$ cat src/rtl/gerador_jogo.sv
// gerador_jogo: draws one werewolf and one seer position among 5 players and
// packs them into the 10-bit game word (2 bits per player, player 0 in [1:0]).
// Class codes: 00 villager, 01 werewolf, 10 seer, 11 never produced.
//
// Handshake: gera is a request that is only looked at while the block is in
// IDLE (ocupado=0); a request seen in any other state is dropped, never
// queued. Each accepted request produces exactly one single-cycle pronto pulse
// 4 to 10 cycles later, and jogo already holds the new word in that cycle and
// keeps it until the next word is assembled. rst_global aborts a draw with no
// pronto.
module gerador_jogo #(
  parameter logic [7:0] SEMENTE = 8'hB4
) (
  input  logic       clock,
  input  logic       rst_global,
  input  logic       gera,
  input  logic       entropia,
  output logic [9:0] jogo,
  output logic       pronto,
  output logic       ocupado,
  output logic [2:0] db_estado
);

  typedef enum logic [2:0] {
    IDLE            = 3'd0,
    SORTEIA_LOBO    = 3'd1,
    SORTEIA_VIDENTE = 3'd2,
    MONTA           = 3'd3,
    PRONTO          = 3'd4
  } estado_t;

  localparam logic [2:0] NUM_JOGADORES = 3'd5;

  estado_t    r_estado;
  estado_t    w_prox_estado;

  logic [7:0] r_lfsr;
  logic [7:0] w_lfsr_desloc;
  logic [7:0] w_lfsr_prox;
  logic       w_fb;

  logic [2:0] r_lobo;
  logic [2:0] r_vidente;
  logic [1:0] r_tent;
  logic [9:0] r_jogo;

  logic [2:0] w_lobo_prox;
  logic [2:0] w_vidente_prox;
  logic [1:0] w_tent_prox;
  logic [9:0] w_jogo_prox;

  logic [2:0] w_cand;
  logic       w_cand_menor5;
  logic [2:0] w_cand_dobrado;
  logic [2:0] w_lobo_mais1;
  logic [2:0] w_vid_dobrado;
  logic       w_vid_valido;
  logic       w_tent_esgotada;
  logic [9:0] w_palavra;

  // LFSR next value: user entropy folded into the feedback, all-zero lock-up avoided.
  always_comb begin
    w_fb          = r_lfsr[7] ^ r_lfsr[5] ^ r_lfsr[4] ^ r_lfsr[3] ^ entropia;
    w_lfsr_desloc = {r_lfsr[6:0], w_fb};
    w_lfsr_prox   = (w_lfsr_desloc == 8'h00) ? 8'h01 : w_lfsr_desloc;
  end

  // Candidate position and the fold values used when the attempts run out.
  always_comb begin
    w_cand          = r_lfsr[2:0];
    w_cand_menor5   = (w_cand < NUM_JOGADORES);
    w_cand_dobrado  = w_cand_menor5 ? w_cand : (w_cand - NUM_JOGADORES);
    w_lobo_mais1    = (r_lobo == 3'd4) ? 3'd0 : (r_lobo + 3'd1);
    w_vid_dobrado   = (w_cand_dobrado == r_lobo) ? w_lobo_mais1 : w_cand_dobrado;
    w_vid_valido    = w_cand_menor5 && (w_cand != r_lobo);
    w_tent_esgotada = (r_tent == 2'd3);
  end

  // Packed game word built from the two registered positions.
  always_comb begin
    w_palavra = 10'h000;
    for (int i = 0; i < 5; i++) begin
      if (r_lobo == 3'(i)) begin
        w_palavra[2*i +: 2] = 2'b01;
      end else if (r_vidente == 3'(i)) begin
        w_palavra[2*i +: 2] = 2'b10;
      end
    end
  end

  // Next-state and datapath update for the draw sequence.
  always_comb begin
    w_prox_estado  = r_estado;
    w_lobo_prox    = r_lobo;
    w_vidente_prox = r_vidente;
    w_tent_prox    = r_tent;
    w_jogo_prox    = r_jogo;
    case (r_estado)
      IDLE: begin
        if (gera) begin
          w_prox_estado = SORTEIA_LOBO;
          w_tent_prox   = 2'd0;
        end
      end
      SORTEIA_LOBO: begin
        if (w_cand_menor5) begin
          w_lobo_prox   = w_cand;
          w_tent_prox   = 2'd0;
          w_prox_estado = SORTEIA_VIDENTE;
        end else if (w_tent_esgotada) begin
          // Only reached with a candidate of 5..7, so this maps it onto 0..2.
          w_lobo_prox   = w_cand_dobrado;
          w_tent_prox   = 2'd0;
          w_prox_estado = SORTEIA_VIDENTE;
        end else begin
          w_tent_prox = r_tent + 2'd1;
        end
      end
      SORTEIA_VIDENTE: begin
        if (w_vid_valido) begin
          w_vidente_prox = w_cand;
          w_prox_estado  = MONTA;
        end else if (w_tent_esgotada) begin
          // Forced result so the draw always ends within four attempts.
          w_vidente_prox = w_vid_dobrado;
          w_prox_estado  = MONTA;
        end else begin
          w_tent_prox = r_tent + 2'd1;
        end
      end
      MONTA: begin
        w_jogo_prox   = w_palavra;
        w_prox_estado = PRONTO;
      end
      PRONTO: begin
        w_prox_estado = IDLE;
      end
      default: begin
        w_prox_estado = IDLE;
      end
    endcase
  end

  // State and datapath registers; synchronous reset wins over everything.
  always_ff @(posedge clock) begin
    if (rst_global) begin
      r_estado  <= IDLE;
      r_lfsr    <= SEMENTE;
      r_lobo    <= 3'd0;
      r_vidente <= 3'd0;
      r_tent    <= 2'd0;
      r_jogo    <= 10'h000;
    end else begin
      r_estado  <= w_prox_estado;
      r_lfsr    <= w_lfsr_prox;
      r_lobo    <= w_lobo_prox;
      r_vidente <= w_vidente_prox;
      r_tent    <= w_tent_prox;
      r_jogo    <= w_jogo_prox;
    end
  end

  assign jogo      = r_jogo;
  assign pronto    = (r_estado == PRONTO);
  assign ocupado   = (r_estado != IDLE);
  assign db_estado = r_estado;

endmodule

$ cat config.mk
export PLATFORM = sky130hd
export DESIGN_NAME = gerador_jogo
export DESIGN_NICKNAME = d
export VERILOG_FILES = /design/src/rtl/gerador_jogo.sv
export SDC_FILE = /design/constraint.sdc
export NUM_CORES = 1
export LEC_CHECK = 0
export CORE_UTILIZATION = 65
export CTS_CLUSTER_DIAMETER = 50
export DETAILED_ROUTE_END_ITERATION = 8
export DONT_BUFFER_PORTS = 1
export PLACE_DENSITY_LB_ADDON = 0.12
export SYNTH_ARGS = -nofsm -noshare
export SYNTH_HDL_FRONTEND = slang
export SYNTH_SLANG_ARGS = --single-unit
$ cat constraint.sdc
create_clock -name clock -period 4.7 [get_ports clock]
set_input_delay 0.47 -clock clock [delete_from_list [all_inputs] [get_ports clock]]
set_output_delay 0.47 -clock clock [all_outputs]
set_load 0.01 [all_outputs]
==> results.cfg <==
[clock_tree]
cts_resized = 0
cts.reportedPaths.clkPinSlew_ns = 0.10
cts_setup_buffers = 0
cts_hold_buf = 0
htree_levels = 2
cts_sinks = 29
ctsRootBufferMaster = clkbuf_4
clk_latency_ns = 0.32
numCtsBuffers = 5
cts_tree = built
clk_path_buf_depth = 2

[layout]
fillers = 167
diodes = 0
fin_area_sq_um = 1670
fin_nets = 193
instances_no_fill = 211
drive_gt1_share_pct = 10.4
area_growth_pct = 3.25

[synth]
synth_top_area_share_pct = 35.9
synthMuxAreaShare_pct = 4.34
ys_seq_area_share_pct = 35.9
synth.avg_cell_area_sq_um = 8.64
synthesis.instances = 187
yosys_warnings = 0
synthAdderAreaFrac_pct = 5.42
yosysUniqueCellTypes = 49
synth_compound_area_share_pct = 20.5
yosysTopAreaCell = dfxtp_1
synth_xor_area_share_pct = 3.80
ys_dominant_reg_cell = dfxtp_1
synth-edff-count = 0
syn_nets = 198
synth-simple-area-share_pct = 23.9
async_flop_share_pct = 0
synth_top_family_by_area = simple AND/OR/NAND/NOR gates
yosysMostFrequentCell = dfxtp_1
ys_seq_elements = 29
synthTopCellsByArea = dfxtp_1 (36%), nor2_1 (6.5%), ha_1 (5.4%), a21oi_1 (5.0%), mux2i_1 (4.3%)
netlist_area_sq_um = 1620
yosys-top-cells-count = dfxtp_1 (29), nor2_1 (28), a21oi_1 (16)

[hold_path]
hold_depth = 1
hold_class = in -> reg

[global_routing]
grt_first_pass_wirelength_microns = 5150
use_met1_pct = 33.4
grt_antenna_before_repair = 0
use_met2_pct = 41.7
grt_pass1_vias = 1189
grt_overflow = 0
met3_usage_pct = 9.36
busiest_layer = met2
grt_start_max_net_pins = 32
grt_use_total_pct = 26.9

[routing]
drt_wl_total_microns = 3060
via_per_inst = 6.01
post_drt_wl_per_cell_microns = 14.5
vias = 1268
first_pass_iters = 4
drc = 0
first_iter_violations = 21
ant_nets = 0

[sta]
worst_slack_ns = 2.50
tightest_slew_ns = 0.696
finalSetupViolCount = 0
hold_slack_ns = 0.205
max_clock_freq_mhz = 454
tns_ns = 0
final-max-slew-violation-count = 0
skew_ns = 0.0129
fin_crit_sh_pct = 46.9
post-route-min-period_ns = 2.20
hold_violations = 0
rsz0062_at_grt = no
slew_headroom_pct = 53.5

[setup_path]
critPathCaptureType = flop
ff2ff_path_depth = 7
crit_path_max_fanout = 10
worstSetupPathType = reg -> reg
critPathRequiredTime_ns = 4.92
start_kind = flop
crit_arrival_ns = 2.42

[placed_design]
dp_hpwl_microns = 2230
gp_congestion = 0.953
portBuffers = 0
dpl_worst_slack_ns = 2.53
placed_area_sq_um = 1580
place_inst = 203

[floorplanning]
dieArea_sq_um = 2690
pin_count = 19
die_y_microns = 51.9
rows = 17
fp.dieW_microns = 51.9
initial_core_util_pct = 71.0
core_sq_um = 2280

[job]
cap_violations = 0

[power]
p_leak_nw = 0.646
ir_worst_vdd_mv = 0.396
p_per_area_nw_per_um2 = 389

[run_status]
status = finished clean
## power breakdown
group          switching (mW)  internal [mW]  total (mW)  leakage (nW)
clock network          0.0865          0.127       0.213        0.0455
registers              0.0314          0.261       0.292         0.237
logic                  0.0771         0.0653       0.142         0.364
total                   0.195          0.453       0.648         0.646
## kinds of logic after synthesis
kind of cell / Yosys count
adder cells (fa/ha/maj): 7
AO/OA/AOI/OAI: 46
AND/OR/NAND/NOR: 71
buffers and inverters: 20
flip-flops: 29
multiplexers: 7
XOR/XNOR: 7
## per-stage QoR
| stage | total power [mW] | util [%] |
|---|---|---|
| after floorplan | 0.420 | - |
| after global placement | 0.431 | 69.5 |
| after detailed placement | 0.438 | 69.5 |
| after CTS | 0.650 | 73.3 |
| after global routing | 0.684 | 73.3 |
| final | 0.648 | 73.3 |
## flip-flops by register name, summed over array words and instances (netlist names)
| name | count |
|---|---|
| jogo | 10 |
| r_lfsr | 8 |
| db_estado | 3 |
| r_lobo | 3 |
| r_vidente | 3 |
| r_tent | 2 |
## layer usage
layer,routed length [microns],up-vias,share of wire [%]
li1,-,641,-
met1,1470,596,48
met2,1420,27,46
met3,116,4,3.8
met5,0,-,0
met4,45,0,1.5
## path summary, 6_finish.rpt
check | from | end | slack, ns
hold / removal | rst_global | r_lfsr[1] | 0.21
setup reg to reg | r_lfsr[0] | r_vidente[2] | 2.50
hold reg to reg | r_lfsr[5] | r_lfsr[0] | 0.45
setup / recovery | r_lfsr[0] | r_vidente[2] | 2.50
## critical path, stage by stage (launching register included)
cell	delay, ns
dfxtp_1	0.52
inv_1	0.15
ha_1	0.30
and2_1	0.18
o21a_1	0.18
a211oi_1	0.39
mux2i_1	0.27
o32ai_2	0.10
## cell type report
cell class	instances	area, sq um	area share (%)
multi-input cells	138	937	56.2
flip-flops and latches	29	581	34.8
clock buffers	7	55.1	3.30
well taps	28	35.0	2.10
clock inverters	1	30.0	1.80
inverters	8	30.0	1.80
## placed cells by master, fill, tap and decap left out, types with 4 or more instances in the layout
cell type / count
nor3_1: 4
or2_2: 5
a211oi_1: 4
clkbuf_4: 5
nor2_1: 28
nand3_1: 4
ha_1: 7
nand2_1: 4
a21oi_1: 16
dfxtp_1: 29
nor2b_1: 4
xnor2_1: 5
o21ai_0: 7
inv_1: 8
nand3b_1: 4
mux2i_1: 7
No activity file was read; power rests on OpenSTA's default activity.
